### src/rtl/present_core.sv
// present_core: iterative PRESENT-64 block cipher, one round per clock, 80/128-bit key.
// Ports:
//   sys_clk, sys_rst_n        clock (rising edge), asynchronous active-low reset
//   start, decrypt            request and mode, sampled together in IDLE
//   data_in [63:0]            plaintext or ciphertext, sampled with start
//   key_in [KEY_W-1:0]        user key, sampled with start
//   busy, done                busy while computing; done pulses one cycle as data_out updates
//   data_out [63:0]           result register, held until the next done
// Build option: define PRESENT_DEC_EN to include the decryption path.
module present_core #(
  parameter int KEY_W  = 80,
  parameter int ROUNDS = 31
) (
  input  logic             sys_clk,
  input  logic             sys_rst_n,
  input  logic             start,
  input  logic             decrypt,
  input  logic [63:0]      data_in,
  input  logic [KEY_W-1:0] key_in,
  output logic             busy,
  output logic             done,
  output logic [63:0]      data_out
);
  if (KEY_W != 80 && KEY_W != 128) begin : g_bad_key_w
    $error("present_core: KEY_W must be 80 or 128");
  end
  if (ROUNDS < 1 || ROUNDS > 31) begin : g_bad_rounds
    $error("present_core: ROUNDS must be 1..31");
  end
  // nibble n of SBOX holds S(n)
  localparam logic [63:0] SBOX   = 64'h2174_8FE3_DA09_B65C;
  localparam int          CNT_LO = (KEY_W == 128) ? 62 : 15;
  localparam logic [4:0]  LAST   = 5'(ROUNDS);
  typedef enum logic [1:0] {IDLE, KEYEXP, ROUND, FINAL} state_e;
  state_e           state_q, state_d;
  logic [63:0]      st_q, st_d, dout_q, dout_d;
  logic [KEY_W-1:0] key_q, key_d, fkey, dkey;
  logic [4:0]       cnt_q, cnt_d;
  logic             dec_q, dec_d, dec_go;
  logic [63:0]      est, dst;

  function automatic logic [3:0] sb(input logic [3:0] x);
    return SBOX[{x, 2'b00} +: 4];
  endfunction

  function automatic logic [63:0] s_layer(input logic [63:0] x);
    logic [63:0] r;
    for (int i = 0; i < 16; i++) r[4*i +: 4] = sb(x[4*i +: 4]);
    return r;
  endfunction

  // bit i moves to 16*i mod 63; bit 63 stays
  function automatic logic [63:0] p_layer(input logic [63:0] x);
    logic [63:0] r;
    r[63] = x[63];
    for (int i = 0; i < 63; i++) r[(i * 16) % 63] = x[i];
    return r;
  endfunction

  function automatic logic [KEY_W-1:0] fwd_upd(input logic [KEY_W-1:0] k, input logic [4:0] c);
    logic [KEY_W-1:0] r;
    r = {k[KEY_W-62:0], k[KEY_W-1:KEY_W-61]};
    r[KEY_W-1 -: 4] = sb(r[KEY_W-1 -: 4]);
    if (KEY_W == 128) r[KEY_W-5 -: 4] = sb(r[KEY_W-5 -: 4]);
    r[CNT_LO +: 5] = r[CNT_LO +: 5] ^ c;
    return r;
  endfunction

`ifdef PRESENT_DEC_EN
  localparam logic [63:0] ISBOX = 64'hA970_364B_D21C_8FE5;

  function automatic logic [3:0] isb(input logic [3:0] x);
    return ISBOX[{x, 2'b00} +: 4];
  endfunction

  function automatic logic [63:0] is_layer(input logic [63:0] x);
    logic [63:0] r;
    for (int i = 0; i < 16; i++) r[4*i +: 4] = isb(x[4*i +: 4]);
    return r;
  endfunction

  function automatic logic [63:0] ip_layer(input logic [63:0] x);
    logic [63:0] r;
    r[63] = x[63];
    for (int i = 0; i < 63; i++) r[i] = x[(i * 16) % 63];
    return r;
  endfunction

  // undo fwd_upd step by step in reverse order, ending with a right rotate by 61
  function automatic logic [KEY_W-1:0] inv_upd(input logic [KEY_W-1:0] k, input logic [4:0] c);
    logic [KEY_W-1:0] r;
    r = k;
    r[CNT_LO +: 5] = r[CNT_LO +: 5] ^ c;
    if (KEY_W == 128) r[KEY_W-5 -: 4] = isb(r[KEY_W-5 -: 4]);
    r[KEY_W-1 -: 4] = isb(r[KEY_W-1 -: 4]);
    return {r[60:0], r[KEY_W-1:61]};
  endfunction

  assign dec_go = decrypt;
  assign dkey   = inv_upd(key_q, cnt_q);
  assign dst    = is_layer(ip_layer(st_q)) ^ dkey[KEY_W-1 -: 64];
`else
  logic unused_decrypt;
  assign unused_decrypt = decrypt;
  // dec_q never rises, so these placeholders are never selected
  assign dec_go = 1'b0;
  assign dkey   = key_q;
  assign dst    = st_q;
`endif

  assign fkey = fwd_upd(key_q, cnt_q);
  assign est  = p_layer(s_layer(st_q ^ key_q[KEY_W-1 -: 64]));

  // the result is registered on the last round's edge so done and data_out change together
  always_comb begin
    state_d = state_q;
    st_d    = st_q;
    key_d   = key_q;
    cnt_d   = cnt_q;
    dec_d   = dec_q;
    dout_d  = dout_q;
    case (state_q)
      IDLE: if (start) begin
        st_d    = data_in;
        key_d   = key_in;
        cnt_d   = 5'd1;
        dec_d   = dec_go;
        state_d = dec_go ? KEYEXP : ROUND;
      end
`ifdef PRESENT_DEC_EN
      // run the schedule forward to K_{ROUNDS+1}, then strip the final whitening key
      KEYEXP: begin
        key_d = fkey;
        cnt_d = (cnt_q == LAST) ? LAST : cnt_q + 5'd1;
        if (cnt_q == LAST) begin
          st_d    = st_q ^ fkey[KEY_W-1 -: 64];
          state_d = ROUND;
        end
      end
`endif
      ROUND: if (dec_q) begin
        key_d = dkey;
        st_d  = dst;
        cnt_d = cnt_q - 5'd1;
        if (cnt_q == 5'd1) begin
          dout_d  = dst;
          state_d = FINAL;
        end
      end else begin
        key_d = fkey;
        st_d  = est;
        cnt_d = cnt_q + 5'd1;
        if (cnt_q == LAST) begin
          dout_d  = est ^ fkey[KEY_W-1 -: 64];
          state_d = FINAL;
        end
      end
      default: state_d = IDLE;
    endcase
  end

  always_ff @(posedge sys_clk or negedge sys_rst_n) begin
    if (!sys_rst_n) begin
      state_q <= IDLE;
      st_q    <= '0;
      key_q   <= '0;
      cnt_q   <= '0;
      dec_q   <= 1'b0;
      dout_q  <= '0;
    end else begin
      state_q <= state_d;
      st_q    <= st_d;
      key_q   <= key_d;
      cnt_q   <= cnt_d;
      dec_q   <= dec_d;
      dout_q  <= dout_d;
    end
  end

  assign busy     = state_q inside {KEYEXP, ROUND};
  assign done     = state_q == FINAL;
  assign data_out = dout_q;
endmodule
### config.mk
export PLATFORM = sky130hd
export DESIGN_NAME = present_core
export DESIGN_NICKNAME = d
export VERILOG_FILES = /design/src/rtl/present_core.sv
export SDC_FILE = /design/constraint.sdc
export NUM_CORES = 1
export LEC_CHECK = 0
export ABC_CLOCK_PERIOD_IN_PS = 6200
export CORE_MARGIN = 4
export CORE_UTILIZATION = 50
export CTS_CLUSTER_DIAMETER = 30
export DETAILED_ROUTE_END_ITERATION = 10
export PLACE_DENSITY = 0.79
export SYNTH_ARGS = -nofsm -noshare
export SYNTH_HDL_FRONTEND = slang
export SYNTH_SLANG_ARGS = --single-unit
### constraint.sdc
create_clock -name sys_clk -period 6.2 [get_ports sys_clk]
set_clock_uncertainty 0.05 [all_clocks]
set_input_delay 0.62 -clock sys_clk [delete_from_list [all_inputs] [get_ports sys_clk]]
set_output_delay 0.62 -clock sys_clk [all_outputs]
set_load 0.05 [all_outputs]
* Word level (Yosys, flattened, before mapping)
Cells that the tools add are included.
Word-level totals: output and inout port bits 66, input bits 148, register bits after elaboration 215
Cells by class: shift operators 17, reductions and logical operators 6, bitwise gates (word level) 3, equal/unequal tests 6, $add $sub $neg 1, muxes and demuxes 10
Operators with widths (count):
- $shiftx 64x7->4 const A | 17
- $pmux 80 s2 | 1
- $mux 64 | 2
- $pmux 64 s2 | 1
- $xor 64x64->64 | 2
- $mux 80 | 1
- $pmux 5 s2 | 1
- $reduce_and 2->1 | 3
- $add 5x1->5 const B | 1
- $eq 5x5->1 const B | 1
- $mux 5 | 1
- $xor 5x5->5 | 1
- $eq 2x2->1 const B | 2
- $mux 2 | 2
- $ne 2x2->1 const B | 2
- $pmux 2 s2 | 1
- $reduce_bool 2->1 | 2
- $eq 2x1->1 const B | 1
- $logic_not 2->1 | 1

* Longest topological paths before layout
Gate-level depths: netlist of run 1.
depth in word-level cells 4, gate-level depth with buffers 9

* Least setup slack after synthesis of run 1
OpenSTA, ideal clock, no wires.
path kind reg-to-reg, start point register key_q[76] (netlist: dkey[76]), end point register dout_q[47] (netlist: data_out[47]), path slack 4.108 ns, library setup time 0.133 ns, buffers on the path 0, required time 6.017 ns, stages on the path, launching flop included 7, period minus slack after synthesis 2.092 ns, arrival time 1.909 ns, cells stage by stage dfrtp_1 -> xnor2_1 -> inv_1 -> ha_1 -> mux4_1 -> xnor2_1 -> o21ai_0
Between the ends: word-level cells in the longest chain between the ends 4
Ends and longest elaborated chain:
- start: declaration | line 37 | logic [KEY_W-1:0] key_q, key_d, fkey, dkey;
- start signal: assignment | line 173 | key_q <= key_d;
- $xor 64x64->64 | line 112 | assign est = p_layer(s_layer(st_q ^ key_q[KEY_W-1 -: 64]));
- $shiftx 64x7->4 | line 43 | return SBOX[{x, 2'b00} +: 4];
- $xor 64x64->64 | line 154 | dout_d = est ^ fkey[KEY_W-1 -: 64];
- $mux 64 | line 153 | if (cnt_q == LAST) begin
- end signal: assignment | line 176 | dout_q <= dout_d;
- end: declaration | line 36 | logic [63:0] st_q, st_d, dout_q, dout_d;
Every way passes these cells. The select of a mux whose other input is x is not followed. A chain may end at the register's enable or synchronous reset.

* Worst setup path after layout of run 1
start point register state_q[0], end point register key_q[74] (netlist: dkey[74])
Between the ends: word-level cells in the longest chain between the ends 3
Ends and longest elaborated chain:
- start: declaration | line 35 | state_e state_q, state_d;
- start signal: assignment | line 171 | state_q <= state_d;
- $eq 2x2->1 or $logic_not 2->1 (tied branches) | line 122 | case (state_q)
- $reduce_bool 2->1 (no line) or $ne 2x2->1 (tied branches)
- $reduce_and 2->1 (no line)
Several ways; a longest one is shown, not always the timed one.

==> flow_summary.yaml, run 1 <==
run_status:
  status: "complete, no violations"
drt:
  drtAntennaViolNets: 0
  totalWireLength_mm: 42.23
  firstDrtPassIters: 5
  drtIter0Drc: 1105
  met3_length_mm: 3.641
  wl_met2_mm: 19.57
  topRoutingLayerUsed: "met4"
  m1WireLength_mm: 16.87
  vias: 11150
  drc: 0
  wl_per_cell_um: 22.34
  viasPerCell: 5.897
die:
  design.die.area_sq_um: 29570
  core_area_sq_um: 26280
  initial_utilization_pct: 51.15
  die_w_um: 172.0
  ioPinCount: 214
  die_h_um: 172.0
  core.rowCount: 59
synth:
  ys_seq_elements: 215
  syn_avg_cell_area_sq_um: 10.18
  ys_warn_count: 0
  synth-edff-count: 0
  synth_xor_xnor_area_share_pct: 10.60
  synthSimpleGateAreaFrac_pct: 7.019
  synthCells: 1320
  seq_area_frac_synth_pct: 40.03
  synthAdderAreaFrac_pct: 8.378
  synth_fp_nets: 1558
  synth_top_family_by_area: "compound AO/OA/AOI/OAI gates"
  ys_async_sr_fraction_pct: 100.0
  ys.flop_type: "dfrtp_1"
  syn_area_sq_um: 13440
  muxShareOfSynthArea_pct: 14.49
  synth_cell_types: 38
  synth_compound_area_share_pct: 15.12
clock_tree:
  clk_pin_slew_ns: 0.05
  post_cts_resized: 0
  cts.hold.buffers_added: 0
  cts_buffers: 52
  tritoncts: "done"
  htree_num_levels: 2
  clkLatencyLatePin_ns: 0.55
  root_buffer: "clkbuf_16"
  cts.sinks: 215
  clockBufferDepth: 3
  postCtsSetupBuffers: 0
setup_path:
  crit_path_top_delay_cell: "buf_4"
  cp.required_ns: 6.53
  reg2regPathDepth: 7
  path_delay_family: "buffers and inverters"
  crit_path_cell_trace: "inv_1 -> ha_4 -> buf_4 -> o21ai_4 -> buf_12 -> nand2_1 -> o21ai_0"
  crit_buf_inv: 3
  start_kind: "flop"
  ff2ff_setup_slack_ns: 3.26
  slowest_delay_ns: 0.65
  r2r_start: "state_q[0]$_DFFE_PN0P_"
  critPathArrivalTime_ns: 3.27
  endpoint_kind: "flop"
  crit_type: "flop to flop"
  crit_fanout: 195
  reg2reg_to: "dkey[74]$_DFFE_PN0P_"
finish:
  fin_util_pct: 67.28
  nets: 1755
  area_growth_pct: 31.55
  drive_gt1_share_pct: 10.23
  antenna_cells: 0
  n_fill_cell: 1953
grt:
  antenna_found_initial: 0
  grt_remaining_overflow: 0
  grt_start_max_net_pins: 196
  grt.total_usage_pct: 28.23
  grt_pass1_wl_mm: 64.37
  grt_pass1_vias: 11280
run:
  max_cap_violations: 0
place:
  dp_hpwl_mm: 29.68
  io_buffers: 212
  gp_congestion: 0.9133
  dp_slack_ns: 3.140
timing:
  fmax_ghz: 0.3397
  tightest_slew_ns: 1.160
  timing.setup.tns_ns: 0
  maxSlewViolCount: 0
  hold_violations: 0
  worst_slack_ns: 3.256
  rsz0062_at_grt: "no"
  setup-violations-final: 0
  relSlewSlack_pct: 22.66
  min_period_over_period_pct: 47.49
  min_period_ns: 2.944
min_path:
  worstHoldPathType: "input port to async pin"
stage by stage:
| stage | std cells | instance area (sq um) | hold slack, ns |
|---|---|---|---|
| 2_1_floorplan | 1320 | 13440 | 0.2744 |
| 3_3_place_gp | 1798 | 15810 | 0.4149 |
| 3_5_place_dp | 1798 | 15810 | 0.4228 |
| 4_1_cts | 1890 | 17680 | 0.1923 |
| 5_1_grt | 1890 | 17680 | 0.1971 |
| 6_report | 1890 | 17680 | 0.1108 |
cells in the mapped netlist (14+ instances only):
cell      count  area (sq um)
dfrtp_1     215          5380
nand2_1     157         589.3
o21ai_0     125         625.6
mux2i_1     105          1051
ha_1         90          1126
xnor2_1      81         709.4
inv_1        72         270.3
a21oi_1      71         355.3
clkbuf_1     56         210.2
xor2_1       52         455.4
a211oi_1     33         247.7
a21o_1       33         247.7
nor2_1       32         120.1
mux4_2       28         630.6
buf_2        16         80.08
o31ai_1      16         120.1
nor2b_1      15         93.84
a31oi_1      14         87.58
cells by family (layout without fill, tap and decap cells):
group	after synthesis	count (layout)
AO/OA/AOI/OAI	335	335
flip-flops	215	215
XOR/XNOR	149	149
adder cells (fa/ha/maj)	90	90
buffers and inverters	151	386
AND/OR/NAND/NOR	230	230
multiplexers	150	150
final cells by class:
class / count / area, sq um / share of cell area (%)
multi-input combinational: 954 / 7526 / 42.56
inverter: 72 / 270.3 / 1.528
timing repair buffer: 222 / 2213 / 12.52
clock inverter: 28 / 445.4 / 2.519
tap: 335 / 419.2 / 2.371
sequential: 215 / 5380 / 30.43
clock buffer: 64 / 1428 / 8.074
metal layers:
layer | track usage (%) | vias up
met5 | 0 | -
met4 | 13.02 | 0
met3 | 6.127 | 119
met2 | 44.93 | 529
met1 | 37.15 | 5483
li1 | - | 5015
state kept, by name, summed over array words and instances (netlist names):
signal and cells:
dkey 80, data_out 64, dst 64, cnt_q 5, state_q 2
how the worst max path moves through the flow:
stage	from	end	cells after the start
final	state_q[0]$_DFFE_PN0P_	dkey[74]$_DFFE_PN0P_	7
after global routing	state_q[0]$_DFFE_PN0P_	dkey[59]$_DFFE_PN0P_	6
after CTS	state_q[0]$_DFFE_PN0P_	dst[30]$_DFFE_PN0P_	6
after detailed placement	start	dst[5]$_DFFE_PN0P_	5
after global placement	start	dkey[15]$_DFFE_PN0P_	6
after floorplan	dkey[76]$_DFFE_PN0P_	data_out[47]$_DFFE_PN0P_	6
cell usage in the layout (no fill, tap or decap), types with 32 or more instances in the layout:
master           count
dfrtp_1            215
clkdlybuf4s50_1    211
nand2_1            156
o21ai_0            125
mux2i_1            105
ha_1                88
xnor2_1             81
inv_1               72
a21oi_1             71
clkbuf_16           53
xor2_1              52
a211oi_1            33
a21o_1              33
nor2_1              32
Power of run 1 is left out: the tool's default activity adds up to more than one toggle a clock period on the data nets, which glitch-free logic cannot reach.
==> run 2: changes to the inputs <==
--- a/config.mk
+++ b/config.mk
@@ -5,12 +5,12 @@
 export SDC_FILE = /design/constraint.sdc
 export NUM_CORES = 1
 export LEC_CHECK = 0
-export ABC_CLOCK_PERIOD_IN_PS = 6200
+export ABC_CLOCK_PERIOD_IN_PS = 2650
 export CORE_MARGIN = 4
 export CORE_UTILIZATION = 50
 export CTS_CLUSTER_DIAMETER = 30
 export DETAILED_ROUTE_END_ITERATION = 10
-export PLACE_DENSITY = 0.79
+export PLACE_DENSITY = 0.82
 export SYNTH_ARGS = -nofsm -noshare
 export SYNTH_HDL_FRONTEND = slang
 export SYNTH_SLANG_ARGS = --single-unit
==> constraint.sdc (replaced) <==
create_clock -name sys_clk -period 2.65 [get_ports sys_clk]
set_clock_uncertainty 0.05 [all_clocks]
set_input_delay 0.265 -clock sys_clk [delete_from_list [all_inputs] [get_ports sys_clk]]
set_output_delay 0.265 -clock sys_clk [all_outputs]
set_load 0.05 [all_outputs]
==> run 2 against run 1 <==
Compared with the run above: die area did not move; register-to-register slack worse by 3.1 ns; largest cell class unchanged; highest routed layer unchanged; fmax up 16%; flip-flop and latch count did not move.
==> flow_summary.yaml, run 2 (synthesis results as in run 1) <==
finish:
  n_fill_cell: 1856
  multiInputGateArea_sq_um: 7564
  sequential_cell_area_sq_um: 5380
  final_common_cell: "dfrtp_1"
  nets: 1787
  largest_register_ffs: 80
  final_cell_mix: "215 x dfrtp_1, 211 x clkdlybuf4s50_1, 156 x nand2_1, 125 x o21ai_0, 105 x mux2i_1"
  area_growth_pct: 33.71
  drive_gt1_share_pct: 12.46
clock_tree:
  cts.sinks: 215
  postCtsSetupBuffers: 0
  clkLatencyLatePin_ns: 0.54
  clk_pin_slew_ns: 0.05
  root_buffer: "clkbuf_16"
  tritoncts: "done"
  cts_buffers: 51
  htree_num_levels: 2
  clockBufferDepth: 3
timing:
  fin_hold_ws_ns: 0.2337
  fmax_ghz: 0.3936
  setup-violations-final: 0
  hold_violations: 0
  maxSlewViolCount: 0
  min_period_ns: 2.540
  min_period_over_period_pct: 95.86
  rsz0062_at_grt: "no"
  relSlewSlack_pct: 25.36
  timing.setup.tns_ns: 0
  tightest_slew_ns: 1.115
grt:
  grt_start_max_net_pins: 72
  grt_pass1_wl_mm: 66.63
  grt_pass1_vias: 11770
  antenna_found_initial: 0
  grt_remaining_overflow: 0
  grt.total_usage_pct: 29.23
setup_path:
  endpoint_kind: "flop"
  cpMostUsedCell: "xnor2_1"
  slowest_delay_ns: 0.49
  critPathArrivalTime_ns: 2.91
  cp.required_ns: 3.01
  crit_type: "flop to flop"
  ff2ff_setup_slack_ns: 0.11
  crit_path_cell_trace: "xnor2_1 -> inv_1 -> ha_1 -> mux2i_1 -> xnor2_1 -> xor2_1 -> o21ai_0"
  crit_fanout: 5
  crit_buf_inv: 1
  path_delay_family: "XOR/XNOR gates"
  crit_path_top_delay_cell: "xnor2_1"
  start_kind: "flop"
drt:
  firstDrtPassIters: 5
  drtAntennaViolNets: 0
  drtIter0Drc: 1345
  totalWireLength_mm: 43.99
  vias: 11550
  viasPerCell: 6.001
  wl_per_cell_um: 22.85
  drc: 0
run:
  max_cap_violations: 0
die:
  core_area_sq_um: 26280
  die_h_um: 172.0
  design.die.area_sq_um: 29570
  ioPinCount: 214
  core.rowCount: 59
  die_w_um: 172.0
  initial_utilization_pct: 51.15
min_path:
  worstHoldPathType: "input port to async pin"
place:
  dp_hpwl_mm: 31.43
  gp_congestion: 0.9352
  io_buffers: 212
run_status:
  status: "complete, no violations"
## run 2: cell types whose count changed in the layout (fill, tap and decap cells not counted), sizes merged
cell         delta
buf            +32
diode           +1
inv             -1
clkbuf          +2
bufinv          -5
clkinvlp        +5
dlygate4sd3     +1
## run 2: layout make-up
cell class / count / share of cell area, %
multi-input cells: 954 / 42.08
flip-flops and latches: 215 / 29.94
clock buffers: 66 / 8.090
well taps: 335 / 2.332
diodes: 1 / 0.01392
clock inverters: 27 / 1.845
repair buffers: 255 / 14.20
inverters: 72 / 1.504
## run 2: timing repair
item / in CTS / in global routing
hold buffers: 1 / 0
gates resized for setup: 0 / 5
hold endpoints to repair: 66 / 0
endpoints found under the setup margin: 0 / 3
## run 2: through the flow
step                std cells  instance area, sq um  setup WS (ns)  utilization [%]
floorplan                1320                 13440         0.5577                -
global placement         1830                 16140         0.2657            61.40
detailed placement       1830                 16140         0.2015            61.40
CTS                      1924                 17930        0.08993            68.23
global route             1924                 17970      0.0006963            68.38
finish                   1925                 17970         0.1096            68.39
## run 2: path summary, 6_finish.rpt
path	from	end	depth (start not counted)
max	dkey[28]$_DFFE_PN0P_	data_out[3]$_DFFE_PN0P_	7
min	sys_rst_n	data_out[22]$_DFFE_PN0P_	2
max reg2reg	dkey[28]$_DFFE_PN0P_	data_out[3]$_DFFE_PN0P_	7
min reg2reg	data_out[42]$_DFFE_PN0P_	data_out[42]$_DFFE_PN0P_	2
max in group asynchronous	sys_rst_n	dkey[19]$_DFFE_PN0P_	3
min in group sys_clk	key_in[25]	dkey[25]$_DFFE_PN0P_	3
## run 2: layer usage
metal	wire, um	GRT usage, %	up-vias
li1	-	-	5082
met1	16660	38.07	5629
met2	20610	47.37	698
met3	4418	6.561	142
met4	2297	12.27	0
met5	0	0	-
Power of run 2 is left out for the same reason.
